==> src/rtl/uart_frame_assembler.sv <==
// Frame parser (sync, length, payload, optional checksum) packing UART bytes little-endian into words behind a small FIFO.
// Optional checksum byte after the payload is enabled by defining UART_FRAME_CHECKSUM_EN.
`timescale 1ns/1ps
module uart_frame_assembler #(
  parameter int unsigned          DATA_SIZE  = 8,
  parameter int unsigned          WORD_BYTES = 4,
  parameter int unsigned          FIFO_DEPTH = 8,
  parameter logic [DATA_SIZE-1:0] SYNC_BYTE  = 8'hA5
) (
  input  logic                            clk_in,
  input  logic                            rst_n_in,
  input  logic [DATA_SIZE-1:0]            data_in,
  input  logic                            new_data_in,
  output logic [DATA_SIZE*WORD_BYTES-1:0] word_out,
  output logic                            last_out,
  output logic                            word_valid_out,
  input  logic                            word_ready_in,
  output logic                            frame_error_out,
  output logic                            overflow_out,
  output logic                            busy_out
);

  localparam int unsigned WORD_W = DATA_SIZE * WORD_BYTES;
  localparam int unsigned IDX_W  = (WORD_BYTES > 1) ? $clog2(WORD_BYTES) : 1;
  localparam int unsigned PTR_W  = $clog2(FIFO_DEPTH);
  localparam int unsigned CNT_W  = $clog2(FIFO_DEPTH + 1);

  typedef enum logic [1:0] {
    ST_SYNC,
    ST_LEN,
    ST_PAYLOAD
`ifdef UART_FRAME_CHECKSUM_EN
    , ST_CHK
`endif
  } state_e;

  state_e               state_q, state_d;
  logic [IDX_W-1:0]     idx_q, idx_d;
  logic [DATA_SIZE-1:0] rem_q, rem_d;
  logic [WORD_W-1:0]    acc_q, acc_d;
  logic                 ovf_q, ovf_d;
  logic                 busy_q, busy_d;
`ifdef UART_FRAME_CHECKSUM_EN
  logic [DATA_SIZE-1:0] chk_q, chk_d;
  logic                 frame_err_q, frame_err_d;
`endif

  logic [PTR_W-1:0]     wr_ptr_q, wr_ptr_d;
  logic [PTR_W-1:0]     rd_ptr_q, rd_ptr_d;
  logic [CNT_W-1:0]     count_q, count_d;
  logic [WORD_W-1:0]    mem_q [FIFO_DEPTH];
  logic                 last_mem_q [FIFO_DEPTH];

  logic push_req, push_last, push_ok, push_en, pop;

  assign word_valid_out = (count_q != '0);
  assign pop            = word_valid_out && word_ready_in;
  assign push_ok        = (count_q < CNT_W'(FIFO_DEPTH)) || pop;
  assign push_en        = push_req && push_ok;

  // Parser: the word being completed is pushed from acc_d in the same cycle its final byte arrives.
  always_comb begin
    state_d   = state_q;
    idx_d     = idx_q;
    rem_d     = rem_q;
    acc_d     = acc_q;
    ovf_d     = 1'b0;
    push_req  = 1'b0;
    push_last = 1'b0;
`ifdef UART_FRAME_CHECKSUM_EN
    chk_d       = chk_q;
    frame_err_d = 1'b0;
`endif
    if (new_data_in) begin
      unique case (state_q)
        ST_SYNC: begin
          if (data_in == SYNC_BYTE) begin
            state_d = ST_LEN;
            idx_d   = '0;
`ifdef UART_FRAME_CHECKSUM_EN
            chk_d = '0;
`endif
          end
        end
        ST_LEN: begin
`ifdef UART_FRAME_CHECKSUM_EN
          chk_d = chk_q ^ data_in;
`endif
          idx_d = '0;
          if (data_in == '0) begin
            state_d = ST_SYNC;
          end else begin
            rem_d   = data_in;
            state_d = ST_PAYLOAD;
          end
        end
        ST_PAYLOAD: begin
`ifdef UART_FRAME_CHECKSUM_EN
          chk_d = chk_q ^ data_in;
`endif
          acc_d[idx_q*DATA_SIZE +: DATA_SIZE] = data_in;
          if (idx_q == IDX_W'(WORD_BYTES - 1)) begin
            idx_d     = '0;
            push_req  = 1'b1;
            push_last = (rem_q == DATA_SIZE'(1));
            rem_d     = rem_q - DATA_SIZE'(1);
            if (!push_ok) begin
              ovf_d   = 1'b1;
              state_d = ST_SYNC;
            end else if (rem_q == DATA_SIZE'(1)) begin
`ifdef UART_FRAME_CHECKSUM_EN
              state_d = ST_CHK;
`else
              state_d = ST_SYNC;
`endif
            end
          end else begin
            idx_d = idx_q + IDX_W'(1);
          end
        end
`ifdef UART_FRAME_CHECKSUM_EN
        ST_CHK: begin
          frame_err_d = (data_in != chk_q);
          state_d     = ST_SYNC;
        end
`endif
        default: state_d = ST_SYNC;
      endcase
    end
    busy_d = (state_d != ST_SYNC);
  end

  always_comb begin
    wr_ptr_d = wr_ptr_q;
    rd_ptr_d = rd_ptr_q;
    count_d  = count_q;
    if (push_en) wr_ptr_d = wr_ptr_q + PTR_W'(1);
    if (pop)     rd_ptr_d = rd_ptr_q + PTR_W'(1);
    if (push_en && !pop)      count_d = count_q + CNT_W'(1);
    else if (!push_en && pop) count_d = count_q - CNT_W'(1);
  end

  always_ff @(posedge clk_in) begin
    if (!rst_n_in) begin
      state_q  <= ST_SYNC;
      idx_q    <= '0;
      rem_q    <= '0;
      acc_q    <= '0;
      ovf_q    <= 1'b0;
      busy_q   <= 1'b0;
      wr_ptr_q <= '0;
      rd_ptr_q <= '0;
      count_q  <= '0;
`ifdef UART_FRAME_CHECKSUM_EN
      chk_q       <= '0;
      frame_err_q <= 1'b0;
`endif
    end else begin
      state_q  <= state_d;
      idx_q    <= idx_d;
      rem_q    <= rem_d;
      acc_q    <= acc_d;
      ovf_q    <= ovf_d;
      busy_q   <= busy_d;
      wr_ptr_q <= wr_ptr_d;
      rd_ptr_q <= rd_ptr_d;
      count_q  <= count_d;
`ifdef UART_FRAME_CHECKSUM_EN
      chk_q       <= chk_d;
      frame_err_q <= frame_err_d;
`endif
    end
  end

  // Storage needs no reset: entries are only visible while count_q covers them.
  always_ff @(posedge clk_in) begin
    if (rst_n_in && push_en) begin
      mem_q[wr_ptr_q]      <= acc_d;
      last_mem_q[wr_ptr_q] <= push_last;
    end
  end

  assign word_out     = word_valid_out ? mem_q[rd_ptr_q] : '0;
  assign last_out     = word_valid_out ? last_mem_q[rd_ptr_q] : 1'b0;
  assign overflow_out = ovf_q;
  assign busy_out     = busy_q;
`ifdef UART_FRAME_CHECKSUM_EN
  assign frame_error_out = frame_err_q;
`else
  assign frame_error_out = 1'b0;
`endif

endmodule

==> config.mk <==
export PLATFORM = sky130hd
export DESIGN_NAME = uart_frame_assembler
export DESIGN_NICKNAME = d
export VERILOG_FILES = /design/src/rtl/uart_frame_assembler.sv
export SDC_FILE = /design/constraint.sdc
export NUM_CORES = 1
export LEC_CHECK = 0
export BUFFER_PORTS_ARGS = -buffer_cell sky130_fd_sc_hd__buf_2
export CAP_MARGIN = 25
export CORE_ASPECT_RATIO = 2
export CORE_MARGIN = 2
export CORE_UTILIZATION = 30
export DETAILED_ROUTE_END_ITERATION = 8
export HOLD_SLACK_MARGIN = 0.05
export SKIP_LAST_GASP = 1
export SYNTH_ARGS = -nofsm -noshare
export SYNTH_HDL_FRONTEND = slang
export SYNTH_SLANG_ARGS = --single-unit
==> constraint.sdc <==
create_clock -name clk_in -period 4.19 [get_ports clk_in]
set_input_delay 0.6285 -clock clk_in [delete_from_list [all_inputs] [get_ports clk_in]]
set_output_delay 0.6285 -clock clk_in [all_outputs]
set_load 0.02 [all_outputs]
==> run metrics <==
status=complete, no violations; #FFs+latches synth=323; synthesized instance count=796; first-pass GRT wire length=44.0 mm; TritonCTS sink count=323; worst-skew pair later-pin latency=0.56 ns; final net count=875; layout cells sized above 1=0.231; Post-Syn Nets=821; I/O Pins=49; most common cell after layout, fill and taps aside=edfxtp_1; HPWL reported at the end of detailed placement=19.2 mm; Power Dens Cells=407 nW/um^2; data required time of the critical path=3.56 ns; worst hold path class=input port to flip-flop; initial drt markers=415; CTS tree=yes; port buffer count=47; crit path kind=flip-flop to primary output; vias per cell=4.88; H-Tree Depth=1; core area=42600 sq um; leak pwr=0.00481 uW; Fmax achieved=0.303 GHz; Synth cell types=51; area delta synth->final=14.5%; RSZ-0062 raised after global routing=no; Slew HR=0.318; Util after Layout=0.348; Ys Warns=0; CP max stage delay=0.67 ns; die area=44800 sq um; Most used DFF post-synth=edfxtp_1; post-synthesis sequential area ratio=0.705; Synth Area per Inst=16.2 sq um; top cell type's share of synthesized area=0.614; final hold violation count=0; GRT Overall Usage=0.131; Avg WL per Cell=20.5 microns; Die Y=297 microns; EDFF count, synth=264; most frequent cells in the layout=264 x edfxtp_1, 82 x nand2_1, 66 x mux4_2; grt ovf=0; ranking of synthesized cells by area=edfxtp_1 61%, mux4_2 12%, dfxtp_1 9.1%; cells on worst reg2reg path=5; Worst Path Arrival=2.67 ns; hold-fix buffers at CTS=0; Critical Path End Type=primary output; maximum fanout along the worst path=24; number of CTS-inserted buffers=26; final worst path period share=0.787; r2r setup slk=1.28 ns; CTS root buffer=clkbuf_16; crit path max-delay cell type=dfxtp_4; CTS clk-pin slew, worst paths=0.08 ns; CTS Buffer Depth=3; Peak VDD IR=0.316 mV; Final Slew Violations=0; gpl congestion=0.778; antenna cells=0; crit path cell chain=buf_4, mux4_2, mux2i_1, nor2_1, buf_2; Fin Clk Skew=0.0238 ns; Total Routed Length=29.0 mm; worst hold start=word_ready_in; DRC=0; hold path cells=3; Die X=151 microns; Routed Antenna Nets=0; routed via count=6910; FF-to-FF End=mem_q[7][19]$_DFFE_PP_; Setup TNS=0 ns; asr flop ratio synth=0; mapped cell area=12900 sq um; minimum clock period=3.30 ns; number of global-route vias before repair=7273; CP Launch Type=flip-flop; max_cap viols=0; Cell Rows=107; worst-margin pin slew=1.02 ns; setup violators final=0; Initial Util=0.303; initial antenna violation count=0; cell taking the most area after synthesis=edfxtp_1; DR pass1 iterations=4; largest net degree at the start of global routing=43; RR Startpoint=idx_q[0]$_SDFFE_PN0P_; cts repair resizes=0; postcts setup bufs=0
-- kinds of logic (layout without fill, tap and decap cells) --
family,Yosys count,in the layout,synth area share
flip-flops,323,323,0.705
AND/OR/NAND/NOR,227,227,0.0808
multiplexers,103,103,0.144
AO/OA/AOI/OAI,74,74,0.0348
buffers and inverters,49,123,0.0181
adder cells (fa/ha/maj),13,13,0.0132
XOR/XNOR,6,6,0.00407
other,1,1,0.000290
-- cell type report --
cell class / instances / area, sq um
fillers: 4099 / 27800
flip-flops and latches: 323 / 9110
multi-input cells: 424 / 3640
clock buffers: 33 / 728
well taps: 545 / 682
repair buffers: 68 / 443
clock inverters: 15 / 164
inverters: 7 / 26.3
-- cell usage after synthesis, types with 8 or more instances --
cell / instances
ha_1: 12
mux4_2: 66
nand3_1: 43
clkbuf_1: 23
mux2i_1: 37
buf_2: 8
edfxtp_1: 264
nor2_1: 60
dfxtp_1: 59
a21oi_1: 50
nand2_1: 82
-- report_power, final --
part           total (uW)  internal [uW]  switching, uW
Combinational        40.1           8.20           31.9
Clock                2560           1420           1140
Sequential           3420           3420          0.137
Total                6020           4850           1170
-- worst max path at each step --
stage / from / to / slack, ns / cells past startpoint
after detailed placement: new_data_in / mem_q[7][5]$_DFFE_PP_ / 1.08 / 5
after CTS: flip-flop / word_out[3] / 0.76 / 5
after global routing: flip-flop / word_out[3] / 0.66 / 5
final: flip-flop / word_out[3] / 0.89 / 5
after global placement: new_data_in / count_q[3]$_SDFFE_PN0P_ / 1.14 / 10
after floorplan: new_data_in / last_mem_q[0]$_DFFE_PP_ / 0.12 / 4
-- per-stage QoR --
stage / total power [uW] / hold slack (ns) / instance area (sq um) / instances / setup slack (ns)
after floorplan: 3510 / 0.440 / 12900 / 796 / 0.116
after global placement: 3530 / 0.447 / 13900 / 1367 / 1.14
after detailed placement: 3530 / 0.452 / 13900 / 1367 / 1.08
after CTS: 6070 / 0.381 / 14800 / 1415 / 0.758
after global routing: 6180 / 0.412 / 14800 / 1415 / 0.656
final: 6020 / 0.398 / 14800 / 1415 / 0.892
-- layer usage --
layer  up-vias  share of wire  GRT usage
met5         -              0          0
met4         0          0.031     0.0485
met3        41          0.027     0.0101
met2       126           0.58      0.254
met1      3563           0.36      0.144
li1       3180              -          -
-- sequential cells by signal, summed over array words and instances, names as in the netlist, 2 cells and up, named ones only --
name        cells
rd_ptr_q        3
acc_q          32
wr_ptr_q        3
count_q         4
state_q         2
rem_q           8
last_mem_q      8
idx_q           2
mem_q         256
-- critical path: cells and delay by family (launching register included) --
family / cells / cell delay (ns)
buf+inv: 2 / 0.63
flops: 1 / 0.67
mux: 2 / 0.77
simple gates: 1 / 0.06
(Power assumes the default switching activity.)
